<file path="src/rtl/irq_sequencer.sv">
// irq_sequencer: takes a level interrupt from the timer into a 5-stage
// pipeline. It waits for a clean ID stage, flushes IF/ID, vectors the PC,
// writes the return address to $26 through the register-file port, and then
// holds in_isr until eret.
//
// Ports:
//   clk, reset        rising-edge clock, asynchronous active-low reset
//   irq_req, kernel   interrupt request; interrupts are masked while kernel=1
//   pc_if, pc_id      PCs of the IF and ID stage instructions
//   id_valid          ID stage holds a real instruction
//   id_is_ctrl        ID instruction is a control transfer
//   hazard_stall      load-use stall active this cycle
//   wb_regwr          WB stage owns the register-file write port this cycle
//   eret              return from handler (only honoured in ISR)
//   flush_if/flush_id bubble the IF/ID and ID/EX registers at the next edge
//   pc_vec, pc_hold   PC_next overrides (vector / hold)
//   epc_we, epc_data  $26 write strobe and saved return address
//   in_isr, irq_ack   handler active, one-cycle acknowledge to the peripheral
module irq_sequencer (
  input  logic        clk,
  input  logic        reset,
  input  logic        irq_req,
  input  logic        kernel,
  input  logic [31:0] pc_if,
  input  logic [31:0] pc_id,
  input  logic        id_valid,
  input  logic        id_is_ctrl,
  input  logic        hazard_stall,
  input  logic        wb_regwr,
  input  logic        eret,
  output logic        flush_if,
  output logic        flush_id,
  output logic        pc_vec,
  output logic        pc_hold,
  output logic        epc_we,
  output logic [31:0] epc_data,
  output logic        in_isr,
  output logic        irq_ack
);

  localparam int unsigned PC_W = 32;

  typedef enum logic [2:0] {
    IDLE = 3'd0,
    WAIT = 3'd1,
    TAKE = 3'd2,
    SAVE = 3'd3,
    ISR  = 3'd4
  } state_t;

  typedef struct packed {
    logic flush_if;
    logic flush_id;
    logic pc_vec;
    logic pc_hold;
    logic in_isr;
    logic irq_ack;
  } ctl_t;

  state_t          state;
  ctl_t            ctl;
  logic [PC_W-1:0] epc;

  // An interrupt may only be taken when no load-use stall is pending and
  // the ID stage does not hold a control transfer (its delay slot semantics
  // would be broken by re-executing from EPC).
  function automatic logic eligible(input logic stall, input logic valid,
                                    input logic is_ctrl);
    return !stall && !(valid && is_ctrl);
  endfunction

  // Next-state rules.
  function automatic state_t next_state(input state_t s);
    state_t n;
    n = s;
    case (s)
      IDLE: if (irq_req && !kernel)
              n = eligible(hazard_stall, id_valid, id_is_ctrl) ? TAKE : WAIT;
      WAIT: if (!irq_req) n = IDLE;
            else if (eligible(hazard_stall, id_valid, id_is_ctrl)) n = TAKE;
      TAKE: n = SAVE;
      SAVE: if (!wb_regwr) n = ISR;
      ISR:  if (eret) n = IDLE;
      default: n = IDLE;
    endcase
    return n;
  endfunction

  // Output pattern for the state being entered; registered alongside state.
  function automatic ctl_t decode(input state_t s);
    ctl_t c;
    c = '0;
    case (s)
      TAKE: begin
        c.flush_if = 1'b1;
        c.flush_id = 1'b1;
        c.pc_vec   = 1'b1;
        c.irq_ack  = 1'b1;
        c.in_isr   = 1'b1;
      end
      SAVE: begin
        c.flush_if = 1'b1;
        c.pc_hold  = 1'b1;
        c.in_isr   = 1'b1;
      end
      ISR:     c.in_isr = 1'b1;
      default: c = '0;
    endcase
    return c;
  endfunction

  // State, registered controls and EPC capture.
  always_ff @(posedge clk or negedge reset) begin
    if (!reset) begin
      state <= IDLE;
      ctl   <= '0;
      epc   <= '0;
    end else begin
      state <= next_state(state);
      ctl   <= decode(next_state(state));
      // ID still holds its instruction during TAKE; the flush lands at this edge.
      if (state == TAKE) epc <= id_valid ? pc_id : pc_if;
    end
  end

  assign flush_if = ctl.flush_if;
  assign flush_id = ctl.flush_id;
  assign pc_vec   = ctl.pc_vec;
  assign pc_hold  = ctl.pc_hold;
  assign in_isr   = ctl.in_isr;
  assign irq_ack  = ctl.irq_ack;
  assign epc_data = epc;

  // WB's use of the write port is only known in the same cycle, so the $26
  // write strobe is decoded combinationally from SAVE; state resets
  // asynchronously, which also kills a pending write.
  assign epc_we = (state == SAVE) && !wb_regwr;

endmodule

</file>
<file path="config.mk">
export PLATFORM = sky130hd
export DESIGN_NAME = irq_sequencer
export DESIGN_NICKNAME = d
export VERILOG_FILES = /design/src/rtl/irq_sequencer.sv
export SDC_FILE = /design/constraint.sdc
export NUM_CORES = 1
export LEC_CHECK = 0
export ABC_AREA = 1
export BUFFER_PORTS_ARGS = -buffer_cell sky130_fd_sc_hd__buf_2
export CORE_MARGIN = 5
export CORE_UTILIZATION = 47
export CTS_BUF_LIST = sky130_fd_sc_hd__clkbuf_16
export DETAILED_ROUTE_END_ITERATION = 7
export GPL_TIMING_DRIVEN = 0
export PLACE_DENSITY_LB_ADDON = 0.05
export SLEW_MARGIN = 30
export SYNTH_ARGS = -nofsm -noshare
export SYNTH_HDL_FRONTEND = slang
export SYNTH_SLANG_ARGS = --single-unit
</file>
<file path="constraint.sdc">
create_clock -name clk -period 2.81 [get_ports clk]
set_input_delay 0.4215 -clock clk [delete_from_list [all_inputs] [get_ports clk]]
set_output_delay 0.4215 -clock clk [all_outputs]
set_load 0.01 [all_outputs]
</file>
==> results.py, run 1 <==
metrics = {
    "power_and_ir_drop": {
        "clkPwrFrac_pct": 20.6,
        "power_mw": 2.52,
        "peakVddDrop_v": 0.000540,
        "pwr_density_cell_mw_per_mm2": 917,
        "p_int_mw": 1.59,
        "p_switching_uw": 933,
        "p_comb_share_pct": 42.8,
        "seqPwrFrac_pct": 36.6,
        "p_sw_share_pct": 37.0,
        "power.leakage_nw": 1.51,
    },
    "clock_network": {
        "clockBufferDepth": 2,
        "holdBufCountCts": 0,
        "cts_setup_buffers": 0,
        "path_clk_slew_ns": 0.05,
        "ctsRootBufferMaster": "clkbuf_16",
        "clk_latency_ns": 0.27,
        "cts_tree": "done",
        "cts_sinks": 39,
        "cts_buffers": 5,
        "post_cts_resized": 0,
        "htree_levels": 2,
    },
    "final_layout": {
        "syn_to_final_growth_pct": 39.2,
        "final_cell_mix": "buf_2 (114), nand2_1 (43), inv_1 (41)",
        "n_antenna_cell": 0,
        "layout_commonest_cell": "buf_2",
        "drive_gt1_share_pct": 41.1,
        "nets": 438,
        "finish.utilization_pct": 68.3,
        "final_area_mm2": 0.00275,
    },
    "worst_setup_path": {
        "end_kind": "output port",
        "path_max_fanout": 5,
        "crit_type": "register to output port",
        "critical_path_required_ns": 2.39,
        "arrival_ns": 1.15,
        "critPathLaunchType": "register",
    },
    "floorplanning": {
        "core-area_mm2": 0.00403,
        "die_w_um": 74.9,
        "start_util_pct": 49.1,
        "rows": 23,
        "die-area_mm2": 0.00560,
        "die_h_um": 74.9,
        "io_pins": 112,
    },
    "synth": {
        "synthSimpleGateAreaFrac_pct": 16.6,
        "synth-xor-area-share_pct": 0,
        "synth_compound_area_share_pct": 20.3,
        "ys_ff_latch": 39,
        "synth_area_leaders": "dfrtp_1 (49%), a21oi_2 (8.4%), o21ai_0 (8.4%)",
        "synth_seq_area_share_pct": 49.4,
        "syn_avg_cell_area_um2": 8.00,
        "synth_area_mm2": 0.00198,
        "ys_warn_count": 0,
        "synth_top_area_share_pct": 49.4,
        "synth_top_family_by_area": "compound AO/OA/AOI/OAI gates",
        "yosys.area_share.adder_pct": 0,
        "synth_top_cell_by_area": "dfrtp_1",
        "synth_cell_types": 14,
        "syn-num-nets": 320,
        "synthMuxAreaShare_pct": 0,
        "syn_inst": 247,
    },
    "route": {
        "ant_nets": 0,
        "via_per_inst": 4.56,
        "drt-total-wl_um": 5050,
        "drc_errors": 0,
        "wl_per_cell_um": 12.2,
        "firstDrtPassIters": 4,
        "first_iter_violations": 60,
        "vias": 1892,
    },
    "timing": {
        "fin_ws_ns": 1.24,
        "rsz0062_at_grt": "no",
        "finalMaxSlewViolations": 0,
        "period_share_pct": 55.8,
        "fmax_mhz": 637,
        "fin_crit_ns": 1.57,
        "fin_tns_setup_ns": 0,
        "tightest_slew_ns": 0.458,
        "slew_headroom_pct": 69.5,
        "fin_skew_ns": 0.00281,
        "setup_viol": 0,
        "hold_viol_final": 0,
    },
    "grt": {
        "grt_max_degree": 40,
        "first_global_vias": 1917,
        "antenna_found_initial": 0,
        "grt_pass1_wl_um": 8120,
        "grt_overflow": 0,
        "grt_usage_pct": 19.1,
    },
    "placed_design": {
        "port_buffers": 110,
        "gp_congestion": 0.761,
        "dpl_worst_slack_ns": 1.46,
        "hpwl_um": 3850,
        "place_area_mm2": 0.00259,
    },
    "hold_path": {
        "hold_class": "input pin to asynchronous set/reset pin",
    },
    "flow_run": {
        "max_cap_violations": 0,
    },
    "status": {
        "outcome": "complete, no violations",
    },
}
-- stage by stage --
step	std cells	hold slack [ns]
detailed placement	407	0.498
global placement	407	0.492
finish	415	0.0908
floorplan	247	0.126
global route	415	0.111
CTS	414	0.293
-- Yosys cell counts --
cell / count
a21oi_1: 14
a21oi_2: 19
buf_2: 4
buf_4: 4
buf_6: 5
clkbuf_1: 3
dfrtp_1: 39
inv_1: 41
nand2_1: 43
nand3_1: 2
nand3b_1: 1
nor2_1: 38
nor2_2: 1
o21ai_0: 33
-- worst max-delay path, cell delays in order, from the launching register on --
cell,delay (ns)
dfrtp_1,0.42
nor2_1,0.19
nand2_1,0.10
inv_1,0.05
buf_2,0.12
-- cells by family (layout without fill, tap and decap cells) --
kind of cell,after synthesis,after routing
and+or+nand+nor,85,85
buffers and inverters,57,175
AOI/OAI and AO/OA,66,66
DFF,39,39
-- power by group through the flow --
stage,Sequential [mW],Clock (mW),Combinational [mW]
after CTS,0.924,0.530,1.10
final,0.923,0.519,1.08
after global routing,0.951,0.554,1.21
after floorplan,1.04,0,0.560
after detailed placement,0.930,0,1.10
after global placement,0.919,0,1.07
-- flip-flops by register name (all words and copies together), names as in the netlist --
name	count
epc_data	32
flush_id	1
flush_if	1
in_isr	1
pc_hold	1
state	3
-- worst paths after layout --
kind | endpoint | cells after the start | slack, ns | startpoint
worst max-delay path | epc_we | 4 | 1.24 | state[2]
worst min-delay path | in_isr | 1 | 0.09 | reset
worst max register to register | epc_data[18] | 6 | 1.58 | state[0]
worst min register to register | epc_data[22] | 2 | 0.50 | epc_data[22]
max in group asynchronous | epc_data[22] | 2 | 2.26 | reset
min in group clk | state[0] | 3 | 0.40 | hazard_stall
-- area by class of cell --
cell class                      instances  area, um^2
Clock inverter                          2        8.76
Buffer                                 16         118
Clock buffer                            5         125
Inverter                               41         154
Multi-Input combinational cell        151         729
Fill cell                             369        1280
Sequential cell                        39         976
Tap cell                               50        62.6
Timing Repair Buffer                  111         578
-- per-layer routing --
| layer | GRT usage [%] | part of all wire [%] |
|---|---|---|
| met1 | 21.7 | 40 |
| met2 | 34.1 | 51 |
| met3 | 5.47 | 8.1 |
| met4 | 6.32 | 0.95 |
| met5 | 0 | 0 |
Power figures use the tool's default switching activity.
==> run 2: changes to the inputs <==
ABC_AREA = 0   (was 1)
CORE_UTILIZATION = 44   (was 47)
clock period = 1.5 ns   (was 2.81 ns; I/O delays follow)
==> run 2 against run 1 <==
Effect of this change: sequential share of layout area grew 0.69 points; area after synthesis shrank 1.8%; combinational power grew 110%; cell area shrank 1.9%; clock power grew 84%; first-iteration DRC count shrank 13%; synthesized cell count shrank 33%; setup slack lost 1.1 ns; non-clock buffer count shrank 3; largest power group unchanged.
==> results.py, run 2 <==
metrics = {
    "status": {
        "outcome": "complete, no violations",
    },
    "power_and_ir_drop": {
        "peakVddDrop_v": 0.000811,
        "pwr_density_cell_mw_per_mm2": 1830,
        "power.leakage_nw": 1.38,
        "power_mw": 4.94,
    },
    "synth": {
        "synth_area_mm2": 0.00194,
        "synth_edf_count": 0,
        "syn-num-nets": 239,
        "ys_warn_count": 0,
        "synth_cell_types": 18,
        "synth_area_leaders": "dfrtp_1 (50%), mux2i_1 (16%), a21oi_2 (13%)",
        "synth_seq_area_share_pct": 50.3,
        "yosysMostFrequentCell": "dfrtp_1",
        "synth_top_cells_by_count": "dfrtp_1 (39), nor2_1 (34), mux2i_1 (32)",
        "synth_top_area_share_pct": 50.3,
        "ys_ff_latch": 39,
        "syn_inst": 166,
        "syn_avg_cell_area_um2": 11.7,
        "ys_dominant_reg_cell": "dfrtp_1",
        "synth-async-reset-ratio_pct": 100,
        "synth_top_cell_by_area": "dfrtp_1",
    },
    "floorplanning": {
        "die_h_um": 76.4,
        "io_pins": 112,
        "core-area_mm2": 0.00432,
        "die-area_mm2": 0.00584,
        "start_util_pct": 44.9,
        "rows": 24,
        "die_w_um": 76.4,
    },
    "grt": {
        "grt_max_degree": 40,
        "first_global_vias": 1538,
        "grt_overflow": 0,
        "grt_usage_pct": 15.2,
        "antenna_found_initial": 0,
        "grt_pass1_wl_um": 7250,
    },
    "timing": {
        "setup_viol": 0,
        "fmax_mhz": 719,
        "finalMaxSlewViolations": 0,
        "period_share_pct": 92.8,
        "fin_tns_setup_ns": 0,
        "tightest_slew_ns": 0.502,
        "rsz0062_at_grt": "no",
        "fin_crit_ns": 1.39,
        "fin_skew_ns": 0.00370,
        "slew_headroom_pct": 66.5,
        "hold_viol_final": 0,
    },
    "hold_path": {
        "holdPathEnd": "state[0]",
        "hold_class": "input pin to register",
        "min_from": "irq_req",
        "whs_path_depth": 3,
    },
    "worst_setup_path": {
        "critPathLaunchType": "register",
        "critical_path_required_ns": 1.27,
        "reg2reg_to": "epc_data[28]",
        "end_kind": "output port",
        "r2r_cells": 4,
        "timing.rr.start": "state[2]",
        "ff2ff_setup_slack_ns": 0.29,
        "crit_type": "register to output port",
        "arrival_ns": 1.17,
        "path_max_fanout": 4,
    },
    "placed_design": {
        "hpwl_um": 3420,
        "gp_congestion": 0.728,
        "port_buffers": 110,
    },
    "route": {
        "vias": 1566,
        "wl_met2_um": 2130,
        "drt-total-wl_um": 4430,
        "drc_errors": 0,
        "ant_nets": 0,
        "firstDrtPassIters": 4,
        "first_iter_violations": 52,
        "highest_layer": "met4",
        "via_per_inst": 4.67,
        "wl_met1_um": 1800,
        "wl_met3_um": 437,
        "wl_per_cell_um": 13.2,
    },
    "final_layout": {
        "layout_commonest_cell": "buf_2",
        "final_cell_mix": "buf_2 (109), dfrtp_1 (39), nor2_1 (34)",
        "largest_reg_flops": 32,
        "fillers": 391,
        "nets": 357,
        "syn_to_final_growth_pct": 39.0,
        "drive_gt1_share_pct": 55.5,
        "n_antenna_cell": 0,
    },
    "clock_network": {
        "cts_tree": "done",
        "clk_latency_ns": 0.27,
        "htree_levels": 2,
        "ctsRootBufferMaster": "clkbuf_16",
        "cts_buffers": 5,
        "cts_sinks": 39,
        "clockBufferDepth": 2,
        "path_clk_slew_ns": 0.05,
    },
    "flow_run": {
        "max_cap_violations": 0,
    },
}
[run 2: cell count changes in the layout (fill, tap and decap cells not counted), moves of 4 or more]
cell     previous run  this run
mux2i_1             0        32
nand2_1            43         2
inv_1              41         3
buf_2             114       109
a21oi_2            19        28
buf_6               5         1
nor2_1             38        34
o21ai_0            33         2
a21oi_1            14         5
[run 2: what timing repair did]
item | in CTS | in global routing
setup endpoints to repair | 0 | 0
gates resized for setup | 0 | 0
endpoints found under the hold margin | 0 | 39
hold buffers | 0 | 1
buffers inserted | 0 | 0
[run 2: how the worst max path moves through the flow]
stage,start,to,slack [ns],cells past startpoint
2_1_floorplan,state[2],epc_data[10],0.38,4
3_3_place_gp,state[2],epc_data[10],0.30,4
3_5_place_dp,state[0],epc_data[28],0.28,4
4_1_cts,state[2],epc_we,0.10,3
5_1_grt,state[2],epc_we,0.06,3
6_report,state[2],epc_we,0.11,3
[run 2: kinds of logic after synthesis]
kind of cell | after synthesis | synth area share [%]
AND/OR/NAND/NOR | 45 | 10.3
AO/OA/AOI/OAI | 35 | 14.4
flip-flops | 39 | 50.3
buffers and inverters | 15 | 8.51
multiplexers | 32 | 16.5
[run 2: cell type report]
cell class | count | area (um^2) | area share (%)
Sequential cell | 39 | 976 | 36.2
Buffer | 13 | 158 | 5.84
Timing Repair Buffer | 111 | 563 | 20.9
Inverter | 2 | 7.51 | 0.278
Clock buffer | 5 | 125 | 4.64
Tap cell | 52 | 65.1 | 2.41
Clock inverter | 1 | 3.75 | 0.139
Multi-Input combinational cell | 112 | 801 | 29.7
[run 2: metrics by stage]
stage,hold slack (ns),utilization [%],cells,cell area (um^2),setup WS [ns]
floorplan,-0.0706,-,166,1940,0.384
global placement,0.390,59.1,328,2560,0.295
detailed placement,0.396,59.1,328,2560,0.275
CTS,0.105,62.1,334,2690,0.101
global route,0.248,62.4,335,2700,0.0555
finish,0.211,62.4,335,2700,0.108
[run 2: critical path, cell delays in order, from the launching register on]
cell and delay, ns:
dfrtp_1 0.41, or2b_1 0.27, nor2_1 0.09, buf_2 0.13
[run 2: where the power goes]
group	total, mW	switching, mW	internal, mW
registers	1.76	0.223	1.53
logic	2.23	1.18	1.05
clock network	0.953	0.363	0.590
total	4.94	1.77	3.17
[run 2: layer usage]
metal	up-vias	global-route usage, %
li1	795	-
met1	701	19.1
met2	63	23.9
met3	7	5.32
met4	0	5.77
met5	-	0
==> run 3: changes to the inputs <==
CORE_UTILIZATION = 39   (was 44)
CTS_CLUSTER_SIZE = 16   (was not set)
clock period = 1.2 ns   (was 1.5 ns; I/O delays follow)
==> run 3 against run 2 <==
Effect of this change: the run now ends with setup timing left; first-iteration DRC count decreased by 17%; critical path type unchanged; non-clock buffer count increased by 5; flip-flop and latch count unchanged; clock-buffer cell count unchanged; register-to-register slack got worse by 0.35 ns; total power increased by 28%; setup slack got worse by 0.24 ns; sequential share of layout area decreased by 0.92 points; die area increased by 11%; largest cell class unchanged.
==> results.py, run 3 (synthesis results as in run 2) <==
metrics = {
    "power_and_ir_drop": {
        "p_int_mw": 4.08,
        "seqPwrFrac_pct": 34.7,
        "peakVddDrop_v": 0.000995,
        "clkPwrFrac_pct": 19.1,
        "p_switching_mw": 2.26,
        "pwr_density_cell_mw_per_mm2": 2290,
        "power_mw": 6.33,
        "p_comb_share_pct": 46.2,
        "p_sw_share_pct": 35.6,
        "power.leakage_nw": 1.41,
    },
    "grt": {
        "antenna_found_initial": 0,
        "first_global_vias": 1598,
        "grt_usage_pct": 14.1,
        "grt_pass1_wl_um": 7050,
        "grt_overflow": 0,
        "grt_max_degree": 40,
    },
    "route": {
        "first_iter_violations": 43,
        "vias": 1576,
        "drc_errors": 0,
        "firstDrtPassIters": 4,
        "ant_nets": 0,
        "via_per_inst": 4.43,
        "wl_per_cell_um": 12.7,
        "drt-total-wl_um": 4510,
    },
    "final_layout": {
        "largest_reg_flops": 32,
        "finish.utilization_pct": 57.9,
        "finish.cell_count_without_fillers": 356,
        "layout_commonest_cell": "buf_2",
        "final_cell_mix": "buf_2 (109), dfrtp_1 (39), nor2_1 (34)",
        "nets": 362,
        "n_antenna_cell": 0,
        "drive_gt1_share_pct": 56.4,
        "fillers": 439,
        "syn_to_final_growth_pct": 42.6,
    },
    "floorplanning": {
        "rows": 25,
        "io_pins": 112,
        "die_h_um": 80.6,
        "die_w_um": 80.6,
        "die-area_mm2": 0.00649,
        "core-area_mm2": 0.00479,
        "start_util_pct": 40.6,
    },
    "worst_setup_path": {
        "crit_family": "flip-flops",
        "arrival_ns": 1.15,
        "end_kind": "output port",
        "cpPeakStageDelay_ns": 0.39,
        "crit_path_top_delay_cell": "dfrtp_1",
        "critical_path_required_ns": 1.02,
        "cp_cell_sequence": "or2b_1 -> nor2_1 -> buf_2",
        "crit_type": "register to output port",
        "critPathBufInv": 1,
        "critPathLaunchType": "register",
        "path_max_fanout": 4,
    },
    "placed_design": {
        "gp_congestion": 0.732,
        "port_buffers": 110,
        "hpwl_um": 3450,
        "numPlacedInstances": 343,
    },
    "clock_network": {
        "cts_buffers": 5,
        "htree_levels": 2,
        "clockBufferDepth": 2,
        "clk_latency_ns": 0.27,
        "ctsRootBufferMaster": "clkbuf_16",
        "cts_tree": "done",
        "path_clk_slew_ns": 0.06,
        "cts_sinks": 39,
    },
    "hold_path": {
        "hold_class": "input pin to register",
    },
    "timing": {
        "fmax_mhz": 749,
        "rsz0062_at_grt": "yes",
        "tightest_slew_ns": 0.487,
        "hold_ws_ns": 0.160,
        "hold_viol_final": 0,
        "fin_crit_ns": 1.33,
        "slew_headroom_pct": 67.5,
        "fin_ws_ns": -0.135,
        "period_share_pct": 111,
        "finalMaxSlewViolations": 0,
        "fin_skew_ns": 0.00502,
        "fin_tns_setup_ns": -1.56,
        "setup_viol": 33,
    },
    "flow_run": {
        "max_cap_violations": 0,
    },
    "status": {
        "violations": "setup timing",
        "outcome": "finished with violations",
    },
}
[run 3: cell count changes in the layout (fill, tap and decap cells not counted), sizes merged]
cell / previous run / this run
clkinv: 0 / 2
clkbuf: 8 / 5
buf: 120 / 128
inv: 3 / 2
[run 3: power by group through the flow]
stage	Combinational, mW	Sequential (mW)	Clock, mW
4_1_cts	2.91	2.21	1.26
3_3_place_gp	2.83	2.20	0
6_report	2.93	2.20	1.21
3_5_place_dp	2.85	2.23	0
2_1_floorplan	1.57	2.50	0
5_1_grt	3.23	2.27	1.32
[run 3: final timing paths]
path | slack, ns | start | cells past startpoint | endpoint
worst max-delay path | -0.13 | state[1] | 3 | epc_we
worst max register to register | -0.06 | state[2] | 6 | epc_data[9]
worst min register to register | 0.50 | epc_data[3] | 2 | epc_data[3]
max in group asynchronous | 0.45 | reset | 2 | epc_data[13]
min in group asynchronous | 0.40 | reset | 2 | flush_id
worst min-delay path | 0.16 | irq_req | 3 | state[0]
[run 3: area by class of cell]
type / instances / area, um^2 / share of cell area (%)
Buffer: 13 / 166 / 6.01
Clock buffer: 5 / 125 / 4.52
Clock inverter: 2 / 8.76 / 0.316
Inverter: 2 / 7.51 / 0.271
Multi-Input combinational cell: 112 / 801 / 28.9
Sequential cell: 39 / 976 / 35.2
Tap cell: 67 / 83.8 / 3.03
Timing Repair Buffer: 116 / 601 / 21.7
[run 3: worst reg2reg max path, stage by stage (launching register included)]
cell	delay, ns
dfrtp_1	0.39
buf_4	0.14
nor3b_2	0.17
buf_6	0.20
buf_4	0.14
nor2_1	0.03
a21oi_1	0.11
[run 3: repair_timing]
action / 4_1_cts / 5_1_grt
hold buffers: 0 / 1
gates resized for setup: 0 / 4
buffers inserted: 3 / 2
pin swaps: 0 / 1
hold endpoints to repair: 0 / 39
setup endpoints to repair: 31 / 33
[run 3: layer usage]
layer	up-vias	share of wire [%]	global-route usage, %
met4	0	0.60	4.22
met2	66	48	22.8
met1	701	42	17.5
met3	4	9.3	5.16
li1	805	-	-
met5	-	0	0
[run 3: stage by stage]
stage	area [um^2]	worst slack, ns
4_1_cts	2730	-0.151
2_1_floorplan	1940	0.0838
3_3_place_gp	2580	-0.0182
3_5_place_dp	2580	-0.0432
6_report	2770	-0.135
5_1_grt	2770	-0.211
